$ cat src/rtl/hex_display_arbiter_pkg.sv
// Shared definitions for the hex display arbiter: FSM encoding and the
// nibble-packed display field layout consumed by the seven-segment decoder.
package hex_pkg;

    typedef enum logic {
        ST_IDLE = 1'b0,
        ST_SHOW = 1'b1
    } state_t;

    localparam int OP1_LSB  = 24;
    localparam int OP2_LSB  = 16;
    localparam int DADO_LSB = 0;

endpackage

$ cat src/rtl/hex_display_arbiter_rr_arbiter.sv
// Combinational round-robin pick: first set request searching upward from
// rr_ptr_i, wrapping at NREQ.
module rr_arbiter #(
    parameter int NREQ = 3
) (
    input  logic [NREQ-1:0] req_i,
    input  logic [1:0]      rr_ptr_i,
    output logic            grant_valid_o,
    output logic [1:0]      grant_idx_o
);

    logic [2*NREQ-1:0] dbl;
    logic [NREQ-1:0]   rot;
    logic [2:0]        sum;

    always_comb begin
        grant_valid_o = 1'b0;
        sum           = 3'd0;
        dbl           = {req_i, req_i};
        // Rotating the doubled vector puts rr_ptr at bit 0 so the lowest set
        // bit of rot is the highest-priority requester.
        rot           = NREQ'(dbl >> rr_ptr_i);
        for (int j = NREQ - 1; j >= 0; j--) begin
            if (rot[j]) begin
                grant_valid_o = 1'b1;
                sum           = {1'b0, rr_ptr_i} + 3'(j);
            end
        end
        if (sum >= 3'(NREQ)) begin
            sum = sum - 3'(NREQ);
        end
        grant_idx_o = sum[1:0];
    end

endmodule

$ cat src/rtl/hex_display_arbiter.sv
// Shares one 8-digit hex display among NREQ result producers: round-robin
// grant, one-cycle ack, then the winner's value is held for DWELL cycles.
module hex_display_arbiter
    import hex_pkg::*;
#(
    parameter int NREQ  = 3,
    parameter int DWELL = 50000000,
    parameter int CNT_W = 26
) (
    input  logic                 clock,
    input  logic                 reset,
    input  logic [NREQ-1:0]      req,
    input  logic [16*NREQ-1:0]   req_dado,
    input  logic [8*NREQ-1:0]    req_op1,
    input  logic [8*NREQ-1:0]    req_op2,
    output logic [NREQ-1:0]      ack,
    output logic                 sinal,
    output logic [1:0]           owner,
    output logic                 busy,
    output logic [31:0]          display
);

    state_t            state_q, state_d;
    logic [1:0]        rr_ptr_q, rr_ptr_d;
    logic [CNT_W-1:0]  cnt_q, cnt_d;
    logic [NREQ-1:0]   ack_q, ack_d;
    logic              sinal_q, sinal_d;
    logic              busy_q, busy_d;
    logic [1:0]        owner_q, owner_d;
    logic [31:0]       display_q, display_d;

    logic              grant_valid;
    logic [1:0]        grant_idx;
    int                sel;

    rr_arbiter #(.NREQ(NREQ)) u_rr (
        .req_i         (req),
        .rr_ptr_i      (rr_ptr_q),
        .grant_valid_o (grant_valid),
        .grant_idx_o   (grant_idx)
    );

    always_comb begin
        state_d   = state_q;
        rr_ptr_d  = rr_ptr_q;
        cnt_d     = cnt_q;
        ack_d     = '0;
        sinal_d   = sinal_q;
        busy_d    = busy_q;
        owner_d   = owner_q;
        display_d = display_q;
        sel       = int'(grant_idx);

        case (state_q)
            ST_IDLE: begin
                if (grant_valid) begin
                    state_d                     = ST_SHOW;
                    ack_d                       = NREQ'(1) << grant_idx;
                    owner_d                     = grant_idx;
                    display_d[OP1_LSB +: 8]     = req_op1[8*sel +: 8];
                    display_d[OP2_LSB +: 8]     = req_op2[8*sel +: 8];
                    display_d[DADO_LSB +: 16]   = req_dado[16*sel +: 16];
                    sinal_d                     = 1'b1;
                    busy_d                      = 1'b1;
                    cnt_d                       = CNT_W'(DWELL - 1);
                    rr_ptr_d                    = (grant_idx == 2'(NREQ - 1)) ? 2'd0
                                                                              : grant_idx + 2'd1;
                end
            end
            ST_SHOW: begin
                if (cnt_q != '0) begin
                    cnt_d = cnt_q - 1'b1;
                end else begin
                    state_d = ST_IDLE;
                    sinal_d = 1'b0;
                    busy_d  = 1'b0;
                end
            end
            default: state_d = ST_IDLE;
        endcase
    end

    // Everything, including the displayed value, is cleared by reset.
    always_ff @(posedge clock or posedge reset) begin
        if (reset) begin
            state_q   <= ST_IDLE;
            rr_ptr_q  <= 2'd0;
            cnt_q     <= '0;
            ack_q     <= '0;
            sinal_q   <= 1'b0;
            busy_q    <= 1'b0;
            owner_q   <= 2'd0;
            display_q <= 32'h0;
        end else begin
            state_q   <= state_d;
            rr_ptr_q  <= rr_ptr_d;
            cnt_q     <= cnt_d;
            ack_q     <= ack_d;
            sinal_q   <= sinal_d;
            busy_q    <= busy_d;
            owner_q   <= owner_d;
            display_q <= display_d;
        end
    end

    assign ack     = ack_q;
    assign sinal   = sinal_q;
    assign busy    = busy_q;
    assign owner   = owner_q;
    assign display = display_q;

endmodule

$ cat config.mk
export PLATFORM = sky130hd
export DESIGN_NAME = hex_display_arbiter
export DESIGN_NICKNAME = d
export VERILOG_FILES = /design/src/rtl/hex_display_arbiter_pkg.sv /design/src/rtl/hex_display_arbiter_rr_arbiter.sv /design/src/rtl/hex_display_arbiter.sv
export SDC_FILE = /design/constraint.sdc
export NUM_CORES = 1
export LEC_CHECK = 0
export CAP_MARGIN = 40
export CORE_MARGIN = 2
export CORE_UTILIZATION = 40
export DETAILED_ROUTE_END_ITERATION = 12
export PLACE_DENSITY = 0.74
export SYNTH_ARGS = -nofsm -noshare
export SYNTH_HDL_FRONTEND = slang
export SYNTH_SLANG_ARGS = --single-unit
export TNS_END_PERCENT = 20
$ cat constraint.sdc
create_clock -name clock -period 2.45 [get_ports clock]
set_input_delay 0.245 -clock clock [delete_from_list [all_inputs] [get_ports clock]]
set_output_delay 0.245 -clock clock [all_outputs]
set_load 0.02 [all_outputs]
# Word-level counts from Yosys, hierarchy flattened
# Index checks and enable logic that the tools add are counted.
[totals] reg_bits=67 latch_bits=0 ramBits=0 romBits=0 inputBits=101 output_inout_bits=39 word_cells=46 mem_count=0
[classes] add_sub_neg=5 n_mul=0 div_mod_pow=0 n_lt_le_gt_ge=1 n_eq_ne=4 shift=5 muxes=19 n_bitwise=1 n_reduce_logical=4
[ops] cell="$mux 26" n=2
[ops] cell="$pmux 26 s2" n=1
[ops] cell="$shiftx 24x6->8" n=2
[ops] cell="$shiftx 48x7->16" n=1
[ops] cell="$reduce_bool 26->1" n=1
[ops] cell="$sub 26x1->26 const B" n=1
[ops] cell="$mux 3" n=5
[ops] cell="$mux 1" n=7
[ops] cell="$reduce_and 2->1" n=3
[ops] cell="$shr 6x2->3" n=1
[ops] cell="$mux 2" n=2
[ops] cell="$ne 2x2->1 const B" n=2
[ops] cell="$pmux 1 s2" n=2
[ops] cell="$add 2x1->3 const B" n=1
[ops] cell="$add 2x2->3 const B" n=1
[ops] cell="$ge 3x2->1 const B" n=1
[ops] cell="$shl 1x2->3 const A" n=1
[ops] cell="$add 2x1->2 const B" n=1
[ops] cell="$eq 2x2->1 const B" n=1
[ops] cell="$ne 2x1->1 const B" n=1
[ops] cell="$sub 2x2->2 const B" n=1
[ops] cell="$not 1->1" n=1

# Depth between registers and ports, before layout
# Gate-level depths: netlist (run 1).
[depth] ltp_word=9 depth_mapped=9

# By module
# A second synthesis (run 1) with hierarchy kept.
[unflattened] hier_cells=434 hier_area_um2=3993.8
[modules_own_cells] module="hex_display_arbiter" instances=1 cells_each=396 area_each_um2=3689.8 seq_area_each_um2=1676.6
[modules_own_cells] module="rr_arbiter" instances=1 cells_each=38 area_each_um2=304.0 seq_area_each_um2=0.0

# Least setup slack after synthesis (run 1)
# No wires, ideal clock.
[synth_path] path_kind="reg2reg" from="register rr_ptr_q[1]" to="register display_q[0] (netlist: display[0])" setup_time_ns=0.080 t_arrival_ns=2.227 required_ns=2.370 setup_slack_ns=0.143 path_stages_with_launch=10 path_buffers=3 cell_sequence="dfrtp_1 > buf_2 > mux2i_1 > o32ai_1 > nor2b_2 > nor2_1 > or4_4 > buf_6 > buf_6 > o22ai_2"
[synth_between] elab_chain_len=7
[synth_lines] element="start, declared" line="hex_display_arbiter.sv:24" rtl="logic [1:0] rr_ptr_q, rr_ptr_d;"
[synth_lines] element="start signal, assigned" line="hex_display_arbiter.sv:96" rtl="rr_ptr_q <= rr_ptr_d;"
[synth_lines] element="$add 2x2->3 or $shr 6x2->3 (tied branches)" line="hex_display_arbiter_rr_arbiter.sv:26, hex_display_arbiter_rr_arbiter.sv:22"
[synth_lines] element="$mux 3 (3 in series)" line="hex_display_arbiter_rr_arbiter.sv:24" rtl="if (rot[j]) begin"
[synth_lines] element="$ge 3x2->1 or $sub 2x2->2 (tied branches)" line="hex_display_arbiter_rr_arbiter.sv:29, hex_display_arbiter_rr_arbiter.sv:30"
[synth_lines] element="$mux 2" line="hex_display_arbiter_rr_arbiter.sv:29" rtl="if (sum >= 3'(NREQ)) begin"
[synth_lines] element="$shiftx 48x7->16" line="hex_display_arbiter.sv:62" rtl="display_d[DADO_LSB +: 16] = req_dado[16*sel +: 16];"
[synth_lines] element="end signal, assigned" line="hex_display_arbiter.sv:102" rtl="display_q <= display_d;"
[synth_lines] element="end, declared" line="hex_display_arbiter.sv:30" rtl="logic [31:0] display_q, display_d;"
# Parallel ways exist; a longest one is shown, timed or not.
# A chain may end at the register's enable or synchronous reset.

# Worst setup path after layout (run 1)
[layout_path] from="register rr_ptr_q[1]" to="register display_q[21] (netlist: display[21])"
[layout_between] elab_chain_len=7
[layout_lines] element="$add 2x2->3 or $shr 6x2->3 (tied branches)" line="hex_display_arbiter_rr_arbiter.sv:26, hex_display_arbiter_rr_arbiter.sv:22"
[layout_lines] element="$mux 3 (3 in series)" line="hex_display_arbiter_rr_arbiter.sv:24"
[layout_lines] element="$ge 3x2->1 or $sub 2x2->2 (tied branches)" line="hex_display_arbiter_rr_arbiter.sv:29, hex_display_arbiter_rr_arbiter.sv:30"
[layout_lines] element="$mux 2" line="hex_display_arbiter_rr_arbiter.sv:29"
[layout_lines] element="$shiftx 24x6->8" line="hex_display_arbiter.sv:61" rtl="display_d[OP2_LSB +: 8] = req_op2[8*sel +: 8];"
# Parallel ways exist; a longest one is shown, timed or not.

==> summary.txt, run 1 <==
Yosys
  – Most used DFF post-synth: dfrtp_1
  – EDFF count, synth: 0
  – Unique masters post-synth: 64
  – Most frequent cell after synthesis: dfrtp_1
  – Post-synthesis area per instance: 9.803 sq um
  – Mapped Cells: 399
  – Top cell type's share of synthesized area: 0.4287
  – Commonest cells post-synth: 67 x dfrtp_1, 55 x nor2_1, 36 x inv_1, 32 x a221oi_1, 28 x o22ai_2
  – Post-synth ARST share: 1.000
  – Synth warnings: 0
  – Area contributors post-synth: dfrtp_1 43%, o22ai_2 9.0%, a221oi_1 7.2%
  – Post-Syn Nets: 502
  – Synthesized flop and latch total: 67
  – Mapped Area: 3911 sq um
  – Largest area contributor in the netlist: dfrtp_1
  – Sequential share of the synthesized area: 0.4287

GRT
  – First-pass GRT wire length: 16.91 mm
  – Largest net degree at the start of global routing: 68
  – Congestion Overflow GR: 0
  – Initial antenna violation count: 0
  – Overall global routing resource usage: 0.2035
  – Vias in the first global route: 3517

Critical path
  – CP delay by family, top: compound AO/OA/AOI/OAI gates
  – Critical path data required time: 2.66 ns
  – CP Launch Point: rr_ptr_q[1]$_DFFE_PP0P_
  – CP Max Fanout: 11
  – Worst path depth: 8
  – R2R depth: 8
  – Crit path launch type: flop
  – Slowest CP cell: dfrtp_2
  – Reg-to-reg setup timing slack: 0.06 ns
  – Worst Path Arrival: 2.60 ns
  – CP Capture Type: flop
  – R2r startpoint: rr_ptr_q[1]$_DFFE_PP0P_
  – Setup CP Type: flop to flop
  – Slowest cell delay on critical path: 0.43 ns
  – Reg-to-reg critical path endpoint: display[21]$_DFFE_PP0P_
  – Worst-path cell chain: buf_12 > nor4b_4 > o41a_1 > a311o_1 > mux2i_4 > buf_4 > a221oi_1 > o22ai_2
  – Buf/Inv on CP: 2

Clock tree
  – Clk_lat worst skew: 0.34 ns
  – Hold Buf Count CTS: 0
  – Htree depth: 3
  – CTS sink count: 67
  – Clk slew on worst S/H paths: 0.08 ns
  – Maximum root-to-sink buffer count: 2
  – TritonCTS clock tree: yes
  – CTS Buf Count: 9
  – CTS root buf: clkbuf_8

Power
  – Logic pwr share: 0.434
  – Seq pwr share: 0.367
  – Internal Power: 2.635 mW
  – P_leak: 2.435 nW
  – Worst VDD drop: 370.5 uV
  – PwrDens: 705.0 nW/um^2
  – Switch Pwr: 1.552 mW
  – Clock Power Share: 0.199
  – Sw Ratio: 0.3707

Routing
  – DR vias: 3683
  – Drt first pass iters: 4
  – DRC violations left: 0
  – Detailed-route wire length: 11.02 mm
  – ANT nets after route: 0
  – WL/cell: 15.84 um
  – Initial DRC Count: 194
  – Number of vias per cell: 5.292

STA
  – Final WS setup: 0.05843 ns
  – Tcrit/Tclk final: 0.9761
  – Worst hold slack: 0.2886 ns
  – RSZ-0062 raised after global routing: true
  – Setup violators final: 0
  – Slew Viols, Final: 0
  – Worst-Margin Slew: 0.6188 ns
  – Achievable Freq: 418.1 MHz
  – Final number of hold-violating endpoints: 0
  – Final min period: 2.392 ns
  – Slew headroom: 0.5856
  – Clock Skews: 0.008087 ns
  – Setup TNS: 0 ns

Die
  – Starting Density: 0.4058
  – I/O pin count: 140
  – # rows: 36
  – Die H: 102.9 um
  – Die area: 10590 sq um
  – Die X-Extent: 102.9 um
  – CORE AREA: 9639 sq um

Cells and area
  – Layout Utilization: 0.6160
  – Multi-input gate area: 2014 sq um
  – Sequential Area: 1679 sq um
  – Diodes inserted: 0
  – Area growth, synth to finish: 51.82%
  – Nets: 661
  – Share of cells above drive strength 1: 0.1883
  – Fillcell total: 816

Run
  – Max Cap Viol: 0

Status
  – Status: finished, final reports clean

Placement
  – DPL Wire Length: 7.861 mm
  – Dpl ws: -0.3050 ns
  – IO Port Bufs: 139
  – GP Congestion: 0.8453

Worst hold path
  – Worst min path class: input port to async pin
[how the worst max path moves through the flow]
| stage | slack, ns | to |
|---|---|---|
| after floorplan | 0.14 | display[0]$_DFFE_PP0P_ |
| after global placement | -0.26 | display[21]$_DFFE_PP0P_ |
| after detailed placement | -0.30 | display[21]$_DFFE_PP0P_ |
| after CTS | 0.03 | display[21]$_DFFE_PP0P_ |
| after global routing | -0.07 | display[15]$_DFFE_PP0P_ |
| final | 0.06 | display[21]$_DFFE_PP0P_ |
[power by group through the flow]
| stage | combinational [mW] | sequential [mW] | clock (mW) |
|---|---|---|---|
| 2_1_floorplan | 0.741 | 1.74 | 0 |
| 3_3_place_gp | 1.69 | 1.56 | 0 |
| 3_5_place_dp | 1.72 | 1.57 | 0 |
| 4_1_cts | 1.73 | 1.55 | 0.854 |
| 5_1_grt | 1.95 | 1.57 | 0.903 |
| 6_report | 1.82 | 1.54 | 0.831 |
[cell families after synthesis]
group / count (synthesis) / synth area share
flip-flops: 67 / 0.4287
AND/OR/NAND/NOR: 150 / 0.2140
buffers and inverters: 64 / 0.07389
multiplexers: 2 / 0.008317
adder cells (fa/ha/maj): 2 / 0.006397
XOR/XNOR: 18 / 0.04031
AO/OA/AOI/OAI: 96 / 0.2284
[final cells by class]
| class | count | share of cell area |
|---|---|---|
| clock inverters | 7 | 0.009060 |
| inverters | 37 | 0.02339 |
| clock buffers | 9 | 0.02086 |
| multi-input cells | 268 | 0.3392 |
| repair buffers | 175 | 0.2967 |
| well taps | 133 | 0.02802 |
| flip-flops and latches | 67 | 0.2828 |
[metrics by stage]
| step | cell area, sq um | instances | total power, mW |
|---|---|---|---|
| finish | 5938 | 696 | 4.187 |
| global route | 5938 | 696 | 4.427 |
| CTS | 5828 | 692 | 4.134 |
| detailed placement | 5649 | 676 | 3.290 |
| global placement | 5649 | 676 | 3.252 |
| floorplan | 3911 | 399 | 2.482 |
[state kept, by name, summed over array words and instances (netlist names)]
register / count
ack: 3
busy: 1
cnt_q: 26
state_q: 1
display: 32
rr_ptr_q: 2
owner: 2
[per-layer routing]
| metal | share of wire | global-route usage | wire length [um] |
|---|---|---|---|
| met1 | 0.43 | 0.2823 | 4776 |
| met2 | 0.50 | 0.3182 | 5512 |
| met3 | 0.047 | 0.03729 | 523 |
| met4 | 0.019 | 0.07591 | 211 |
| met5 | 0 | 0 | 0 |
[worst register-to-register path: cells and delay by family, from the launching register on]
kind / cells / cell delay (ns)
compound gates: 4 / 1.03
flops: 1 / 0.43
simple gates: 1 / 0.37
buf+inv: 2 / 0.35
mux: 1 / 0.10
[layout by cell type, fill, tap and decap left out, types with 3 or more instances in the layout]
master,n
dfrtp_1,65
clkbuf_8,9
nand3b_1,5
buf_4,27
o22ai_1,4
nand4_1,5
nand2_1,19
nor4_1,8
nand3_1,6
clkdlybuf4s50_1,138
inv_1,35
xnor2_1,9
o21ai_1,4
and3_1,5
a221oi_1,32
nor2_1,54
xor2_1,9
or4_1,3
and2_1,5
a21oi_1,8
o22ai_2,28
buf_12,8
nor2b_1,5
or3_1,4
or2_2,3
clkinvlp_4,3
nor3_1,4
[what timing repair did]
action	CTS	global route
setup endpoints to repair	32	33
gates resized for setup	1	12
setup buffers	0	4
pin swaps	0	1
No activity file was read; power rests on OpenSTA's default activity.
==> inputs of run 2 (changes only) <==
Settings changed: CTS_CLUSTER_SIZE from default to 30.
==> results of run 2 <==
Same layout as run 1: the final DEF is identical, and so are final timing and power.
==> inputs of run 3 (changes only) <==
Settings changed: PLACE_DENSITY 0.74 to 0.76, SKIP_CTS_REPAIR_TIMING from default to 1.
==> run 3 against run 2 <==
Register-to-register slack worse by 0.04 ns. Cell area is 2.4% higher. Global-route usage is 1.2 points higher. Largest cell class unchanged. Maximum frequency is 1.5% lower. Count of clock-buffer cells in the layout stayed put. Die area stayed put. Sequential power hardly changed.
==> summary.txt, run 3 (synthesis gave the netlist of run 1 again) <==
Status
  – Status: finished, final reports clean (unchanged)

Clock tree
  – Htree depth: 3 (unchanged)
  – CTS Buf Count: 9 (unchanged)
  – Clk_lat worst skew: 0.35 ns (was 0.34 ns)
  – CTS sink count: 67 (unchanged)
  – CTS root buf: clkbuf_8 (unchanged)
  – Clk slew on worst S/H paths: 0.08 ns (about the same)
  – Maximum root-to-sink buffer count: 2 (unchanged)
  – TritonCTS clock tree: yes (unchanged)

Placement
  – GP Congestion: 0.8193 (was 0.8453)
  – Dpl ws: -0.3693 ns (was -0.3050 ns)
  – Post-DP Area: 5632 sq um (was 5649 sq um)
  – IO Port Bufs: 139 (unchanged)
  – DPL Wire Length: 8.153 mm (was 7.861 mm)

Die
  – CORE AREA: 9639 sq um (unchanged)
  – Die H: 102.9 um (unchanged)
  – Die X-Extent: 102.9 um (unchanged)
  – Starting Density: 0.4058 (unchanged)
  – # rows: 36 (unchanged)
  – I/O pin count: 140 (unchanged)
  – Die area: 10590 sq um (unchanged)

Routing
  – Drt first pass iters: 4 (unchanged)
  – DR vias: 3766 (was 3683)
  – Detailed-route wire length: 11.86 mm (was 11.02 mm)
  – Highest Signal Layer: met4 (unchanged)
  – Number of vias per cell: 5.403 (was 5.292)
  – WL met2: 6.212 mm (was 5.512 mm)
  – Initial DRC Count: 133 (was 194)
  – M1 wire length: 4.820 mm (was 4.776 mm)
  – DRC violations left: 0 (unchanged)
  – WL/cell: 17.01 um (was 15.84 um)
  – Length of routed met3 wiring: 586 um (was 523 um)
  – ANT nets after route: 0 (unchanged)

Cells and area
  – Sequential Area: 1679 sq um (unchanged)
  – Max reg flops: 32 (unchanged)
  – Area growth, synth to finish: 55.47% (was 51.82%)
  – Fillcell total: 790 (was 816)
  – Most frequent cells in the layout: 137 x clkdlybuf4s50_1, 65 x dfrtp_1, 54 x nor2_1 (was 138 x clkdlybuf4s50_1, 65 x dfrtp_1, 54 x nor2_1)
  – Multi-input gate area: 2097 sq um (was 2014 sq um)
  – Post-route cell area: 6081 sq um (was 5938 sq um)
  – Share of cells above drive strength 1: 0.2128 (was 0.1883)
  – Nets: 662 (was 661)
  – Most common cell after layout, fill and taps aside: clkdlybuf4s50_1 (unchanged)
  – Diodes inserted: 0 (unchanged)

Critical path
  – CP Max Fanout: 22 (was 11)
  – Setup CP Type: flop to flop (unchanged)
  – Worst Path Arrival: 2.65 ns (was 2.60 ns)
  – Crit path launch type: flop (unchanged)
  – Critical path data required time: 2.67 ns (was 2.66 ns)
  – R2R depth: 8 (unchanged)
  – R2r startpoint: rr_ptr_q[1]$_DFFE_PP0P_ (unchanged)
  – Reg-to-reg critical path endpoint: display[9]$_DFFE_PP0P_ (was display[21]$_DFFE_PP0P_)
  – CP Launch Point: rr_ptr_q[1]$_DFFE_PP0P_ (unchanged)
  – Critical Path End: display[9]$_DFFE_PP0P_ (was display[21]$_DFFE_PP0P_)
  – Reg-to-reg setup timing slack: 0.02 ns (was 0.06 ns)
  – CP Capture Type: flop (unchanged)

Worst hold path
  – Worst min path class: input port to async pin (unchanged)

STA
  – Slew headroom: 0.5965 (was 0.5856)
  – Achievable Freq: 411.9 MHz (was 418.1 MHz)
  – Setup TNS: 0 ns (unchanged)
  – Tcrit/Tclk final: 0.9908 (was 0.9761)
  – Final number of hold-violating endpoints: 0 (unchanged)
  – Setup violators final: 0 (unchanged)
  – Slew Viols, Final: 0 (unchanged)
  – RSZ-0062 raised after global routing: true (unchanged)
  – Worst-Margin Slew: 0.6025 ns (was 0.6188 ns)
  – Clock Skews: 0.007805 ns (was 0.008087 ns)
  – Final min period: 2.428 ns (was 2.392 ns)
  – Final WS setup: 0.02245 ns (was 0.05843 ns)

Power
  – PwrDens: 771.8 nW/um^2 (was 705.0 nW/um^2)
  – Total power: 4.693 mW (was 4.187 mW)
  – Worst VDD drop: 419.4 uV (was 370.5 uV)
  – P_leak: 2.516 nW (was 2.435 nW)

GRT
  – Initial antenna violation count: 0 (unchanged)
  – Congestion Overflow GR: 0 (unchanged)
  – Largest net degree at the start of global routing: 68 (unchanged)
  – First-pass GRT wire length: 17.69 mm (was 16.91 mm)
  – Overall global routing resource usage: 0.2158 (was 0.2035)
  – Vias in the first global route: 3703 (was 3517)

Run
  – Max Cap Viol: 0 (unchanged)
run 3: cell count changes in the layout (fill, tap and decap cells not counted), sizes merged:
cell / change
clkinv: -1
bufinv: +4
clkinvlp: -3
dlymetal6s2s: +1
buf: +1
clkdlybuf4s50: -1
run 3: cell type report:
| cell class | count | area share |
|---|---|---|
| Tap cell | 133 | 0.02737 |
| Multi-Input combinational cell | 268 | 0.3449 |
| Clock inverter | 7 | 0.02284 |
| Sequential cell | 67 | 0.2761 |
| Timing Repair Buffer | 176 | 0.2856 |
| Inverter | 37 | 0.02284 |
| Clock buffer | 9 | 0.02037 |
run 3: per-stage QoR:
step,util,hold slack [ns],cells
finish,0.6308,0.2816,697
global route,0.6308,0.3343,697
CTS,0.6115,0.2858,693
detailed placement,0.5842,0.4959,677
global placement,0.5842,0.4804,677
floorplan,-,0.3928,399
run 3: layer usage:
layer / vias to the layer above / GRT usage
li1: 1765 / -
met1: 1867 / 0.2704
met2: 116 / 0.3646
met3: 18 / 0.03864
met4: 0 / 0.09514
met5: - / 0
run 3: worst min path at each step:
stage / end / slack, ns
2_1_floorplan: display[11]$_DFFE_PP0P_ / 0.39
3_3_place_gp: owner[0]$_DFFE_PP0P_ / 0.48
3_5_place_dp: owner[0]$_DFFE_PP0P_ / 0.50
4_1_cts: display[20]$_DFFE_PP0P_ / 0.29
5_1_grt: display[20]$_DFFE_PP0P_ / 0.33
6_report: display[20]$_DFFE_PP0P_ / 0.28
run 3: where the power goes:
| part | internal, mW | leakage (nW) | switching, mW |
|---|---|---|---|
| combinational | 0.938 | 1.61 | 0.975 |
| clock | 0.779 | 0.134 | 0.454 |
| sequential | 1.35 | 0.773 | 0.193 |
run 3: critical path: stages, from the launching register on:
cell      delay, ns
dfrtp_2        0.40
buf_4          0.17
or3b_2         0.48
nor2b_2        0.20
buf_4          0.16
mux2i_4        0.19
buf_12         0.17
a221oi_1       0.39
o22ai_2        0.13
